==> src/rtl/dmem_arbiter_if.sv <==
//------------------------------------------------------------------------------
// dmem_arbiter_if
//
// Bundles every bus signal of dmem_arbiter: the two requester ports
// (port 0 = processor load/store, port 1 = debug/VIO), the dmem-facing bus
// and the busy flag. Clock and reset stay outside as plain module ports.
//
// Signals:
//   req0/req1       request, held high until the matching ack
//   we0/we1         byte write enables, 0 = read
//   addr0/addr1     access address
//   wdata0/wdata1   write data
//   ack0/ack1       one-cycle completion pulse
//   rdata0/rdata1   read data, valid with ack, held otherwise
//   dmem_we         to dmem we
//   dmem_addr       to dmem daddr
//   dmem_wdata      to dmem indata
//   dmem_rdata      from dmem outdata
//   busy            arbiter has an access in flight
//
// Modports:
//   slave   arbiter side
//   master  environment side (the requesters plus the dmem instance)
//------------------------------------------------------------------------------
interface dmem_arbiter_if #(
  parameter int AW = 32,
  parameter int DW = 32
);
  localparam int BW = DW / 8;

  logic          req0;
  logic          req1;
  logic [BW-1:0] we0;
  logic [BW-1:0] we1;
  logic [AW-1:0] addr0;
  logic [AW-1:0] addr1;
  logic [DW-1:0] wdata0;
  logic [DW-1:0] wdata1;
  logic          ack0;
  logic          ack1;
  logic [DW-1:0] rdata0;
  logic [DW-1:0] rdata1;
  logic [BW-1:0] dmem_we;
  logic [AW-1:0] dmem_addr;
  logic [DW-1:0] dmem_wdata;
  logic [DW-1:0] dmem_rdata;
  logic          busy;

  modport slave (
    input  req0, req1, we0, we1, addr0, addr1, wdata0, wdata1, dmem_rdata,
    output ack0, ack1, rdata0, rdata1, dmem_we, dmem_addr, dmem_wdata, busy
  );

  modport master (
    output req0, req1, we0, we1, addr0, addr1, wdata0, wdata1, dmem_rdata,
    input  ack0, ack1, rdata0, rdata1, dmem_we, dmem_addr, dmem_wdata, busy
  );
endinterface

==> src/rtl/dmem_arbiter.sv <==
//------------------------------------------------------------------------------
// dmem_arbiter
//
// Shares one data memory between the processor load/store port (port 0) and
// the debug/VIO port (port 1). Requests are serialised with a round-robin
// pointer; each access takes IDLE -> ISSUE -> CAPT and is acknowledged with a
// one-cycle pulse in the following IDLE cycle, together with the data dmem
// returned for the accessed word.
//
// Ports:
//   clk    system clock, all state on the rising edge
//   reset  synchronous, active-high reset
//   bus    dmem_arbiter_if.slave: requester ports, dmem bus and busy flag
//
// Timing (request sampled in IDLE at cycle N):
//   N+1 ISSUE : dmem_we/addr/wdata presented, write commits at end of cycle
//   N+2 CAPT  : dmem_rdata valid, captured into the winner's rdata
//   N+3 IDLE  : ack pulse; the other port may be granted in this same cycle
//------------------------------------------------------------------------------
module dmem_arbiter #(
  parameter int AW = 32,
  parameter int DW = 32
) (
  input  logic          clk,
  input  logic          reset,
  dmem_arbiter_if.slave bus
);
  localparam int BW = DW / 8;

  typedef enum logic [1:0] {
    IDLE  = 2'd0,
    ISSUE = 2'd1,
    CAPT  = 2'd2
  } state_e;

  state_e        state_q;
  logic          prio_q;      // port that wins when both request
  logic          winner_q;    // port owning the access in flight
  logic          ack0_q;
  logic          ack1_q;
  logic          busy_q;
  logic [DW-1:0] rdata0_q;
  logic [DW-1:0] rdata1_q;
  logic [BW-1:0] dmem_we_q;
  logic [AW-1:0] dmem_addr_q;
  logic [DW-1:0] dmem_wdata_q;

  // Arbitration decision for the current IDLE cycle.
  logic          req0_m;
  logic          req1_m;
  logic          grant_d;
  logic          winner_d;
  logic [BW-1:0] sel_we_d;
  logic [AW-1:0] sel_addr_d;
  logic [DW-1:0] sel_wdata_d;

  // A port whose ack is high is still holding req from the access that just
  // finished; masking it lets the other port take the next slot instead of
  // the same access being replayed.
  assign req0_m  = bus.req0 & ~ack0_q;
  assign req1_m  = bus.req1 & ~ack1_q;
  assign grant_d = req0_m | req1_m;
  // Lone requester wins; on contention the priority pointer decides.
  assign winner_d = (req0_m & req1_m) ? prio_q : req1_m;

  always_comb begin
    // NOTE: every output of this block gets a default first so no path
    // leaves it unassigned, which would otherwise infer a latch.
    sel_we_d    = bus.we0;
    sel_addr_d  = bus.addr0;
    sel_wdata_d = bus.wdata0;
    if (winner_d) begin
      sel_we_d    = bus.we1;
      sel_addr_d  = bus.addr1;
      sel_wdata_d = bus.wdata1;
    end
  end

  always_ff @(posedge clk) begin
    if (reset) begin
      // NOTE: the captured-read-data registers are reset too, so a port sees
      // a defined 0 before its first completion; there is no storage array
      // here that would need to be left unreset.
      state_q      <= IDLE;
      prio_q       <= 1'b0;
      winner_q     <= 1'b0;
      ack0_q       <= 1'b0;
      ack1_q       <= 1'b0;
      busy_q       <= 1'b0;
      rdata0_q     <= '0;
      rdata1_q     <= '0;
      dmem_we_q    <= '0;
      dmem_addr_q  <= '0;
      dmem_wdata_q <= '0;
    end else begin
      // NOTE: non-blocking assignments throughout, so every register here
      // updates from the values seen at the start of the cycle regardless
      // of statement order.
      ack0_q <= 1'b0;
      ack1_q <= 1'b0;

      case (state_q)
        IDLE: begin
          if (grant_d) begin
            // Latched copies are all the access uses from here on, so the
            // requester may change its inputs freely once it sees ack.
            dmem_we_q    <= sel_we_d;
            dmem_addr_q  <= sel_addr_d;
            dmem_wdata_q <= sel_wdata_d;
            winner_q     <= winner_d;
            prio_q       <= ~winner_d;
            busy_q       <= 1'b1;
            state_q      <= ISSUE;
          end
        end

        ISSUE: begin
          // Write enables are presented for exactly one cycle; address and
          // data stay put so dmem_rdata in CAPT refers to this access.
          dmem_we_q <= '0;
          state_q   <= CAPT;
        end

        CAPT: begin
          // Writes capture too: dmem returns the post-write word.
          if (winner_q) begin
            rdata1_q <= bus.dmem_rdata;
            ack1_q   <= 1'b1;
          end else begin
            rdata0_q <= bus.dmem_rdata;
            ack0_q   <= 1'b1;
          end
          busy_q  <= 1'b0;
          state_q <= IDLE;
        end

        default: begin
          dmem_we_q <= '0;
          busy_q    <= 1'b0;
          state_q   <= IDLE;
        end
      endcase
    end
  end

  assign bus.ack0       = ack0_q;
  assign bus.ack1       = ack1_q;
  assign bus.rdata0     = rdata0_q;
  assign bus.rdata1     = rdata1_q;
  assign bus.dmem_we    = dmem_we_q;
  assign bus.dmem_addr  = dmem_addr_q;
  assign bus.dmem_wdata = dmem_wdata_q;
  assign bus.busy       = busy_q;
endmodule

==> src/flat_wrapper.sv <==
// flat-port wrapper written by rule: the top's interface ports become plain ports
module dmem_arbiter_flat 
#(
  parameter int AW = 32,
  parameter int DW = 32
)
  (clk, reset, bus_req0, bus_req1, bus_we0, bus_we1, bus_addr0, bus_addr1, bus_wdata0, bus_wdata1, bus_dmem_rdata, bus_ack0, bus_ack1, bus_rdata0, bus_rdata1, bus_dmem_we, bus_dmem_addr, bus_dmem_wdata, bus_busy);
  dmem_arbiter_if #(.AW(AW), .DW(DW)) bus_i ();
  input  logic clk;
  input  logic reset;
  input wire logic [$bits(bus_i.req0)-1:0] bus_req0;
  input wire logic [$bits(bus_i.req1)-1:0] bus_req1;
  input wire logic [$bits(bus_i.we0)-1:0] bus_we0;
  input wire logic [$bits(bus_i.we1)-1:0] bus_we1;
  input wire logic [$bits(bus_i.addr0)-1:0] bus_addr0;
  input wire logic [$bits(bus_i.addr1)-1:0] bus_addr1;
  input wire logic [$bits(bus_i.wdata0)-1:0] bus_wdata0;
  input wire logic [$bits(bus_i.wdata1)-1:0] bus_wdata1;
  input wire logic [$bits(bus_i.dmem_rdata)-1:0] bus_dmem_rdata;
  output wire logic [$bits(bus_i.ack0)-1:0] bus_ack0;
  output wire logic [$bits(bus_i.ack1)-1:0] bus_ack1;
  output wire logic [$bits(bus_i.rdata0)-1:0] bus_rdata0;
  output wire logic [$bits(bus_i.rdata1)-1:0] bus_rdata1;
  output wire logic [$bits(bus_i.dmem_we)-1:0] bus_dmem_we;
  output wire logic [$bits(bus_i.dmem_addr)-1:0] bus_dmem_addr;
  output wire logic [$bits(bus_i.dmem_wdata)-1:0] bus_dmem_wdata;
  output wire logic [$bits(bus_i.busy)-1:0] bus_busy;
  assign bus_i.req0 = bus_req0;
  assign bus_i.req1 = bus_req1;
  assign bus_i.we0 = bus_we0;
  assign bus_i.we1 = bus_we1;
  assign bus_i.addr0 = bus_addr0;
  assign bus_i.addr1 = bus_addr1;
  assign bus_i.wdata0 = bus_wdata0;
  assign bus_i.wdata1 = bus_wdata1;
  assign bus_i.dmem_rdata = bus_dmem_rdata;
  assign bus_ack0 = bus_i.ack0;
  assign bus_ack1 = bus_i.ack1;
  assign bus_rdata0 = bus_i.rdata0;
  assign bus_rdata1 = bus_i.rdata1;
  assign bus_dmem_we = bus_i.dmem_we;
  assign bus_dmem_addr = bus_i.dmem_addr;
  assign bus_dmem_wdata = bus_i.dmem_wdata;
  assign bus_busy = bus_i.busy;
  dmem_arbiter #(.AW(AW), .DW(DW)) u_core (.clk(clk), .reset(reset), .bus(bus_i));
endmodule
==> config.mk <==
export PLATFORM = sky130hd
export DESIGN_NAME = dmem_arbiter_flat
export DESIGN_NICKNAME = d
export VERILOG_FILES = /design/src/rtl/dmem_arbiter_if.sv /design/src/rtl/dmem_arbiter.sv /design/src/flat_wrapper.sv
export SDC_FILE = /design/constraint.sdc
export NUM_CORES = 1
export LEC_CHECK = 0
export ABC_AREA = 1
export CAP_MARGIN = 10
export CORE_ASPECT_RATIO = 1.2
export CORE_MARGIN = 2
export CORE_UTILIZATION = 43
export CTS_CLUSTER_DIAMETER = 30
export DETAILED_ROUTE_END_ITERATION = 12
export PLACE_DENSITY = 0.86
export SLEW_MARGIN = 20
export SYNTH_ARGS = -nofsm -noshare
export SYNTH_HDL_FRONTEND = slang
export SYNTH_SLANG_ARGS = --single-unit
==> constraint.sdc <==
create_clock -name clk -period 2.96 [get_ports clk]
set_input_delay 0.74 -clock clk [delete_from_list [all_inputs] [get_ports clk]]
set_output_delay 0.74 -clock clk [all_outputs]
set_load 0.05 [all_outputs]
==> summary.md, run 1 <==
| Metric | Value |
|---|---|
| Core area | 0.0132 mm^2 |
| Pre-CTS WS | 582 ps |
| Worst path bufs/invs | 1 |
| I/O Buffers | 306 |
| Finished Core Util | 0.729 |
| Post-layout min period | 2370 ps |
| CP peak stage delay | 830 ps |
| Clock tree from TritonCTS | done |
| Crit path capture type | output port |
| Reg power frac | 0.341 |
| F_max | 422 MHz |
| Ant diodes | 0 |
| Hold Crit Class | reg2reg |
| Clock Power Share | 0.418 |
| Busiest grt layer | met2 |
| Final Hold Fails | 0 |
| Via density | 5.10 |
| Vias in the first global route | 6206 |
| Gate power share | 0.241 |
| Seq/Total Area, Yosys | 0.475 |
| Met2 Usage GRT | 0.461 |
| Worst reg2reg path depth | 4 |
| DP Wirelength | 14800 um |
| Rows | 46 |
| RSZ-0062 raised after global routing | false |
| Clock Skews | 9.16 ps |
| Setup TNS | 0 ps |
| Hold buffers post-CTS | 0 |
| Area occupied by multi-input gates | 0.00246 mm^2 |
| CTS Buf Count | 17 |
| GP Congestion | 0.866 |
| CP delay by family, top | buffers and inverters |
| Final max-slew violation count | 0 |
| Outcome | completed |
| Placed cell area | 0.00894 mm^2 |
| Die Area | 0.0146 mm^2 |
| Initial antenna violation count | 0 |
| Clock buffer depth | 2 |
| ANT nets after route | 0 |
| Maxcap violations | 0 |
| Global routing usage on met1 | 0.316 |
| Worst vdd ir | 0.381 mV |
| Initial DRC count | 520 |
| 1st-pass router iterations | 5 |
| First-pass GRT wire length | 32400 um |
| Rel. slew slack | 0.479 |
| Worst R2R End | u_core.bus.rdata1[19] |
| P&R area growth vs syn | 64.9% |
| Die Wd | 111 um |
| Worst slew pin tran | 782 ps |
| Synth cell types | 20 |
| Drt wl/cell | 16.2 um |
| Psw | 1.78 mW |
| Worst-Skew Late Latency | 410 ps |
| Post-synthesis cell count | 834 |
| Crit Path Class | reg2out |
| Vias post-DR | 6572 |
| Critical Path Fanout Max | 2 |
| Global-route usage over all layers | 0.276 |
| Resize count post-CTS | 0 |
| Met3 GRT Util | 0.0929 |
| Critical path's slowest cell | clkdlybuf4s50_1 |
| Pin count of the biggest net entering global routing | 73 |
| Initial Util | 0.442 |
| Remaining global-route overflow | 0 |
| Final WS setup | 590 ps |
| Number of I/O pins | 307 |
| Yosys warns | 0 |
| Post-Syn Area per Cell | 7.02 um^2 |
| Cell Area, Synth | 0.00586 mm^2 |
| Pint | 4.30 mW |
| Nets | 1280 |
| Critical path cell sequence | clkdlybuf4s50_1 |
| Leak Pwr | 3.86 nW |
| Period utilization | 0.801 |
| Hold Path Sink | u_core.bus.rdata1[9] |
| # Post-CTS Setup Buffers | 0 |
| Startpoint types | register |
| Hold Crit Start | u_core.bus.rdata1[9] |
| Layout cell share with drive strength beyond 1 | 0.0482 |
| Worst setup path start | u_core.bus.dmem_wdata[8] |
| Arrival @ worst endpoint | 1630 ps |
| PwrDens | 630 mW/mm^2 |
| Syn nets | 1006 |
| CTS clk-pin slew, worst paths | 60 ps |
| Clock sinks | 139 |
| Hold path depth | 2 |
| FF-to-FF Start | u_core.state_q[1] |
| Die H | 132 um |
| WP data required | 2220 ps |
| Post-route DRC | 0 |
| Synth Register Bits | 139 |
| Post-Route WL | 20900 um |
| Sw Share | 0.293 |
| H-tree depth | 4 |
| Root Driver | clkbuf_16 |
| Sequential cell area | 0.00278 mm^2 |
| R2R setup slack | 1000 ps |
| Final setup fails | 0 |
| Design Area, Final | 0.00965 mm^2 |
| FILL cells | 1022 |
-- cells in the final DEF (no fill, tap or decap), drive strengths merged --
| cell type | count |
|---|---|
| a21oi | 131 |
| buf | 14 |
| bufinv | 7 |
| clkbuf | 21 |
| clkdlybuf4s50 | 305 |
| clkinv | 1 |
| clkinvlp | 3 |
| dfxtp | 139 |
| inv | 76 |
| nand2 | 269 |
| nand3 | 72 |
| nand3b | 1 |
| nand4 | 6 |
| nor2 | 10 |
| nor3 | 1 |
| o21ai | 65 |
-- stage by stage --
step / instances / hold slack (ps) / power [mW]
after floorplan: 834 / 445 / 2.98
after global placement: 1257 / 429 / 3.55
after detailed placement: 1257 / 434 / 3.57
after CTS: 1289 / 442 / 6.11
after global routing: 1289 / 459 / 6.30
final: 1289 / 440 / 6.08
-- cells in the mapped netlist --
library cell / n / share of area
nand2_1: 267 / 0.17
dfxtp_1: 139 / 0.48
a21oi_1: 131 / 0.11
inv_1: 72 / 0.046
nand3_1: 71 / 0.061
o21ai_0: 64 / 0.055
clkbuf_1: 28 / 0.018
buf_2: 23 / 0.020
nor2_1: 9 / 0.0058
buf_4: 6 / 0.0077
nand4_1: 6 / 0.0064
buf_6: 5 / 0.0096
inv_2: 4 / 0.0026
clkbuf_2: 2 / 0.0017
nand2_2: 2 / 0.0021
nand3_2: 1 / 0.0017
nand3b_1: 1 / 0.0013
nor2_4: 1 / 0.0019
nor3_1: 1 / 0.00085
o21ai_1: 1 / 0.00085
-- power groups by stage --
| stage | clock network (mW) | registers, mW | logic [mW] |
|---|---|---|---|
| 6_report | 2.54 | 2.08 | 1.47 |
| 3_5_place_dp | 0 | 2.11 | 1.46 |
| 2_1_floorplan | 0 | 2.54 | 0.439 |
| 3_3_place_gp | 0 | 2.11 | 1.44 |
| 5_1_grt | 2.65 | 2.09 | 1.56 |
| 4_1_cts | 2.57 | 2.07 | 1.47 |
-- sequential cells by signal, summed over array words and instances, names as in the netlist --
name / cells
u_core.bus.busy: 1
u_core.bus.dmem_addr: 32
u_core.winner_q: 1
u_core.bus.dmem_we: 4
u_core.bus.rdata0: 32
u_core.prio_q: 1
u_core.bus.ack0: 1
u_core.bus.ack1: 1
u_core.bus.rdata1: 32
u_core.state_q: 2
u_core.bus.dmem_wdata: 32
-- how the worst max path moves through the flow --
stage / endpoint / slack [ps] / depth (start not counted)
floorplan: u_core.bus.rdata1[13] / 1370 / 6
global placement: u_core.bus.dmem_wdata[10] / 660 / 8
detailed placement: u_core.bus.dmem_wdata[1] / 580 / 8
CTS: bus_dmem_we[0] / 560 / 1
global route: bus_dmem_wdata[31] / 540 / 1
finish: bus_dmem_wdata[8] / 590 / 1
-- per-layer routing --
layer / vias to the layer above / wire [um]
li1: 3231 / -
met1: 2974 / 8160
met2: 320 / 10000
met3: 47 / 1880
met4: 0 / 817
met5: - / 0
-- layout make-up --
class	instances	area share
inverters	76	0.0296
clock inverters	11	0.0246
flip-flops and latches	139	0.288
clock buffers	21	0.0487
well taps	168	0.0218
repair buffers	319	0.332
multi-input cells	555	0.255
-- logic make-up (layout without fill, tap and decap cells) --
family,count (synthesis),after routing,share of synthesized area
AOI/OAI and AO/OA,196,196,0.168
buffers and inverters,140,427,0.105
DFF,139,139,0.475
and+or+nand+nor,359,359,0.252
Note: power is estimated with default switching activity, not from simulation.
==> inputs of run 2 (changes only) <==
Settings changed: CORE_UTILIZATION 43 to 40, PLACE_DENSITY 0.86 to 0.81.
Clock period 2.96 ns to 2.4 ns, I/O delays scaled along.
==> run 2 against run 1 <==
Sequential cell count unchanged. Final area down 1.8%. Final cell count up 0.23%. Highest routed layer unchanged. Utilization down 6.9 points. Critical path type unchanged.
==> summary.md, run 2 (synthesized netlist as in run 1, its figures left out) <==
| Metric | Value |
|---|---|
| Vias in the first global route | 5806 |
| # Post-CTS Setup Buffers | 0 |
| Arrival @ worst endpoint | 1650 ps |
| Drt wl/cell | 15.3 um |
| Die Wd | 114 um |
| Nets | 1281 |
| Vias post-DR | 6327 |
| Resize count post-CTS | 0 |
| Die Area | 0.0156 mm^2 |
| CP delay by family, top | buffers and inverters |
| Initial antenna violation count | 0 |
| WP depth | 1 |
| FILL cells | 1230 |
| Placed Cells | 1265 |
| ANT nets after route | 0 |
| Hold buffers post-CTS | 0 |
| Power, Total | 6.76 mW |
| Remaining global-route overflow | 0 |
| Clock Skews | 8.74 ps |
| Post-layout min period | 2250 ps |
| Rel. slew slack | 0.506 |
| Leak Pwr | 3.79 nW |
| Critical path's slowest cell | clkdlybuf4s50_1 |
| P&R area growth vs syn | 61.9% |
| Core area | 0.0144 mm^2 |
| Finished Core Util | 0.660 |
| Final max-slew violation count | 0 |
| Worst vdd ir | 0.508 mV |
| Maxcap violations | 0 |
| Sequential cell area | 0.00278 mm^2 |
| Worst R2R End | u_core.bus.rdata0[16] |
| Crit Path Class | reg2out |
| Post-route DRC | 0 |
| Number of I/O pins | 307 |
| Clock sinks | 139 |
| Commonest non-fill, non-tap cell in the layout | clkdlybuf4s50_1 |
| Final Hold Fails | 0 |
| Startpoint types | register |
| Hold Crit Class | reg2reg |
| WP data required | 1800 ps |
| CTS Buf Count | 17 |
| DP Wirelength | 14400 um |
| Final setup fails | 0 |
| Clock buffer depth | 2 |
| Global-route usage over all layers | 0.243 |
| Root Driver | clkbuf_16 |
| GP Congestion | 0.793 |
| F_max | 445 MHz |
| Setup crit end | bus_dmem_we[2] |
| Period utilization | 0.936 |
| First-pass GRT wire length | 29400 um |
| Die H | 137 um |
| PwrDens | 713 mW/mm^2 |
| Area occupied by multi-input gates | 0.00246 mm^2 |
| RSZ-0062 raised after global routing | false |
| I/O Buffers | 306 |
| Worst path bufs/invs | 1 |
| Clock tree from TritonCTS | done |
| Critical path cell sequence | clkdlybuf4s50_1 |
| CTS clk-pin slew, worst paths | 50 ps |
| R2R setup slack | 920 ps |
| Initial DRC count | 343 |
| Rows | 48 |
| Most frequent cells in the layout | clkdlybuf4s50_1 (305), nand2_1 (267), dfxtp_1 (139) |
| Placed cell area | 0.00895 mm^2 |
| Worst slew pin tran | 740 ps |
| Initial Util | 0.408 |
| Pin count of the biggest net entering global routing | 73 |
| 1st-pass router iterations | 5 |
| Worst-Skew Late Latency | 410 ps |
| Worst reg2reg path depth | 5 |
| Post-Route WL | 19800 um |
| Setup TNS | 0 ps |
| CP peak stage delay | 880 ps |
| FF-to-FF Start | u_core.state_q[0] |
| Critical Path Fanout Max | 2 |
| Worst setup path start | u_core.bus.dmem_we[2] |
| Crit path capture type | output port |
| Non-Filler Instances | 1292 |
| Outcome | completed |
| Ant diodes | 0 |
| Design Area, Final | 0.00948 mm^2 |
| H-tree depth | 4 |
| Layout cell share with drive strength beyond 1 | 0.0430 |
| Via density | 4.90 |
[run 2: area by class of cell]
cell class,count,area share
Timing Repair Buffer,320,0.338
Sequential cell,139,0.294
Multi-Input combinational cell,555,0.260
Clock buffer,24,0.0519
Inverter,76,0.0301
Tap cell,175,0.0231
Clock inverter,3,0.00422
[run 2: metrics by stage]
stage,worst slack (ps),hold WS (ps)
final,155,438
after global routing,100,460
after CTS,107,442
after detailed placement,231,434
after global placement,266,429
after floorplan,829,445
[run 2: worst min-delay path by stage]
stage                     slack (ps)  cells past startpoint                  start                     to
after floorplan                  440                      2          u_core.prio_q          u_core.prio_q
after global placement           430                      2   u_core.bus.rdata1[0]   u_core.bus.rdata1[0]
after detailed placement         430                      2   u_core.bus.rdata1[7]   u_core.bus.rdata1[7]
after CTS                        440                      2  u_core.bus.rdata0[31]  u_core.bus.rdata0[31]
after global routing             460                      2   u_core.bus.rdata0[2]   u_core.bus.rdata0[2]
final                            440                      2   u_core.bus.rdata1[7]   u_core.bus.rdata1[7]
[run 2: power by group]
group          internal, mW  switching, mW  total [mW]
Clock                  1.50          0.896        2.40
Combinational         0.696           1.11        1.80
Sequential             2.47         0.0861        2.56
Total                  4.67           2.09        6.76
[run 2: routing by layer]
layer | vias to the layer above | routed length [um] | track usage
li1 | 3220 | - | -
met1 | 2800 | 7400 | 0.259
met2 | 271 | 9750 | 0.426
met3 | 36 | 2060 | 0.0983
met4 | 0 | 554 | 0.0942
met5 | - | 0 | 0
==> inputs of run 3 (changes only) <==
Settings changed: SETUP_SLACK_MARGIN set to 0.3, SLEW_MARGIN 20 to 10.
==> run 3 against run 2 <==
Combinational power decreased by 6%. Clock power about the same. Fmax increased by 14%. Via count decreased by 0.87%. Total power decreased by 1.6%. Count of clock-buffer cells in the layout unchanged. Global-route usage about the same. Register-to-register slack about the same. Non-clock buffer count unchanged. Die area unchanged. Utilization decreased by 1.2 points. Critical path type unchanged. Largest cell class unchanged.
==> summary.md, run 3 (synthesized netlist as in run 1, its figures left out) <==
| Metric | Value |
|---|---|
| Hold buffers post-CTS | 0 |
| Design Area, Final | 0.00931 mm^2 |
| Worst setup path start | u_core.bus.dmem_we[1] |
| Psw | 2.08 mW |
| Leak Pwr | 4.36 nW |
| Non-Filler Instances | 1292 |
| Placed Cells | 1265 |
| Arrival @ worst endpoint | 1370 ps |
| Hold Crit Class | reg2reg |
| Power, Total | 6.65 mW |
| Worst slew pin tran | 745 ps |
| 1st-pass router iterations | 4 |
| CP delay by family, top | buffers and inverters |
| Sw Share | 0.313 |
| Clock Power Share | 0.361 |
| Clock buffer depth | 2 |
| First-pass GRT wire length | 29400 um |
| WP depth | 1 |
| Crit path capture type | output port |
| Critical path cell sequence | dlygate4sd2_1 |
| Initial antenna violation count | 0 |
| Number of I/O pins | 307 |
| Die Area | 0.0156 mm^2 |
| Critical Path Fanout Max | 2 |
| Final Hold Fails | 0 |
| Vias in the first global route | 5821 |
| Period utilization | 0.819 |
| Via density | 4.85 |
| Worst reg2reg path depth | 5 |
| GP Congestion | 0.793 |
| Rel. slew slack | 0.504 |
| Gate power share | 0.255 |
| Pin count of the biggest net entering global routing | 73 |
| Placed cell area | 0.00895 mm^2 |
| DP Wirelength | 14400 um |
| Hold Crit Start | u_core.bus.rdata1[7] |
| CTS clk-pin slew, worst paths | 50 ps |
| Nets | 1281 |
| Post-route DRC | 0 |
| Setup TNS | 0 ps |
| Vias post-DR | 6272 |
| I/O Buffers | 306 |
| Clock tree from TritonCTS | done |
| H-tree depth | 4 |
| CTS Buf Count | 17 |
| Outcome | completed |
| Final setup fails | 0 |
| Reg power frac | 0.384 |
| Rows | 48 |
| Worst path bufs/invs | 1 |
| Finished Core Util | 0.649 |
| ANT nets after route | 0 |
| Drt wl/cell | 15.3 um |
| Post-layout min period | 1970 ps |
| Post-Route WL | 19700 um |
| FF-to-FF Start | u_core.state_q[0] |
| Die H | 137 um |
| Worst-Skew Late Latency | 410 ps |
| Most frequent cells in the layout | nand2_1 (267), clkdlybuf4s50_1 (170), dfxtp_1 (139) |
| Critical path's slowest cell | dlygate4sd2_1 |
| Die Wd | 114 um |
| Layout cell share with drive strength beyond 1 | 0.0430 |
| Root Driver | clkbuf_16 |
| Maxcap violations | 0 |
| Clock sinks | 139 |
| R2R setup slack | 930 ps |
| Core area | 0.0144 mm^2 |
| Clock Skews | 9.26 ps |
| P&R area growth vs syn | 59.0% |
| Ant diodes | 0 |
| Setup crit end | bus_dmem_we[1] |
| Startpoint types | register |
| PwrDens | 714 mW/mm^2 |
| Final max-slew violation count | 0 |
| Initial DRC count | 382 |
| RSZ-0062 raised after global routing | false |
| Global-route usage over all layers | 0.243 |
| Crit Path Class | reg2out |
| FILL cells | 1307 |
| Commonest non-fill, non-tap cell in the layout | nand2_1 |
| CP peak stage delay | 560 ps |
| WP data required | 1800 ps |
| Pint | 4.57 mW |
| Worst vdd ir | 0.507 mV |
| Remaining global-route overflow | 0 |
| F_max | 509 MHz |
| Initial Util | 0.408 |
| Worst R2R End | u_core.bus.rdata0[16] |
## run 3: metal layers
metal	vias up	share of wire	global-route usage
met2	266	0.49	0.424
li1	3225	-	-
met1	2748	0.38	0.259
met5	-	0	0
met4	0	0.027	0.103
met3	33	0.10	0.0965
## run 3: how the worst min path moves through the flow
| stage | endpoint | depth (start not counted) | slack [ps] |
|---|---|---|---|
| 2_1_floorplan | u_core.prio_q | 2 | 440 |
| 4_1_cts | u_core.bus.rdata0[31] | 2 | 440 |
| 5_1_grt | u_core.bus.rdata0[2] | 2 | 450 |
| 3_5_place_dp | u_core.bus.rdata1[7] | 2 | 430 |
| 6_report | u_core.bus.rdata1[7] | 2 | 440 |
| 3_3_place_gp | u_core.bus.rdata1[0] | 2 | 430 |
## run 3: tightest hold or removal path: stages (launching register included)
cell     delay [ps]
dfxtp_1         300
inv_1            40
a21oi_1          50
## run 3: cell type report
type	instances	area [um^2]	share of cell area
Clock buffer	24	492	0.0528
Clock inverter	3	40.0	0.00430
Inverter	76	285	0.0306
Multi-Input combinational cell	555	2460	0.264
Sequential cell	139	2780	0.299
Tap cell	175	219	0.0235
Timing Repair Buffer	320	3030	0.326
## run 3: metrics by stage
stage	hold slack, ps	setup WS, ps
3_5_place_dp	434	231
6_report	435	434
3_3_place_gp	429	266
4_1_cts	440	392
5_1_grt	451	369
2_1_floorplan	445	829
## run 3: power by group through the flow
stage	combinational, mW	clock [mW]	sequential [mW]
2_1_floorplan	0.541	0	3.13
6_report	1.70	2.40	2.55
3_5_place_dp	1.81	0	2.60
3_3_place_gp	1.79	0	2.60
4_1_cts	1.71	2.45	2.55
5_1_grt	1.82	2.55	2.57
## run 3: repair_timing
action                                  4_1_cts  5_1_grt
setup buffers                                 0        0
endpoints found under the setup margin      135        0
resized for setup                           135        0
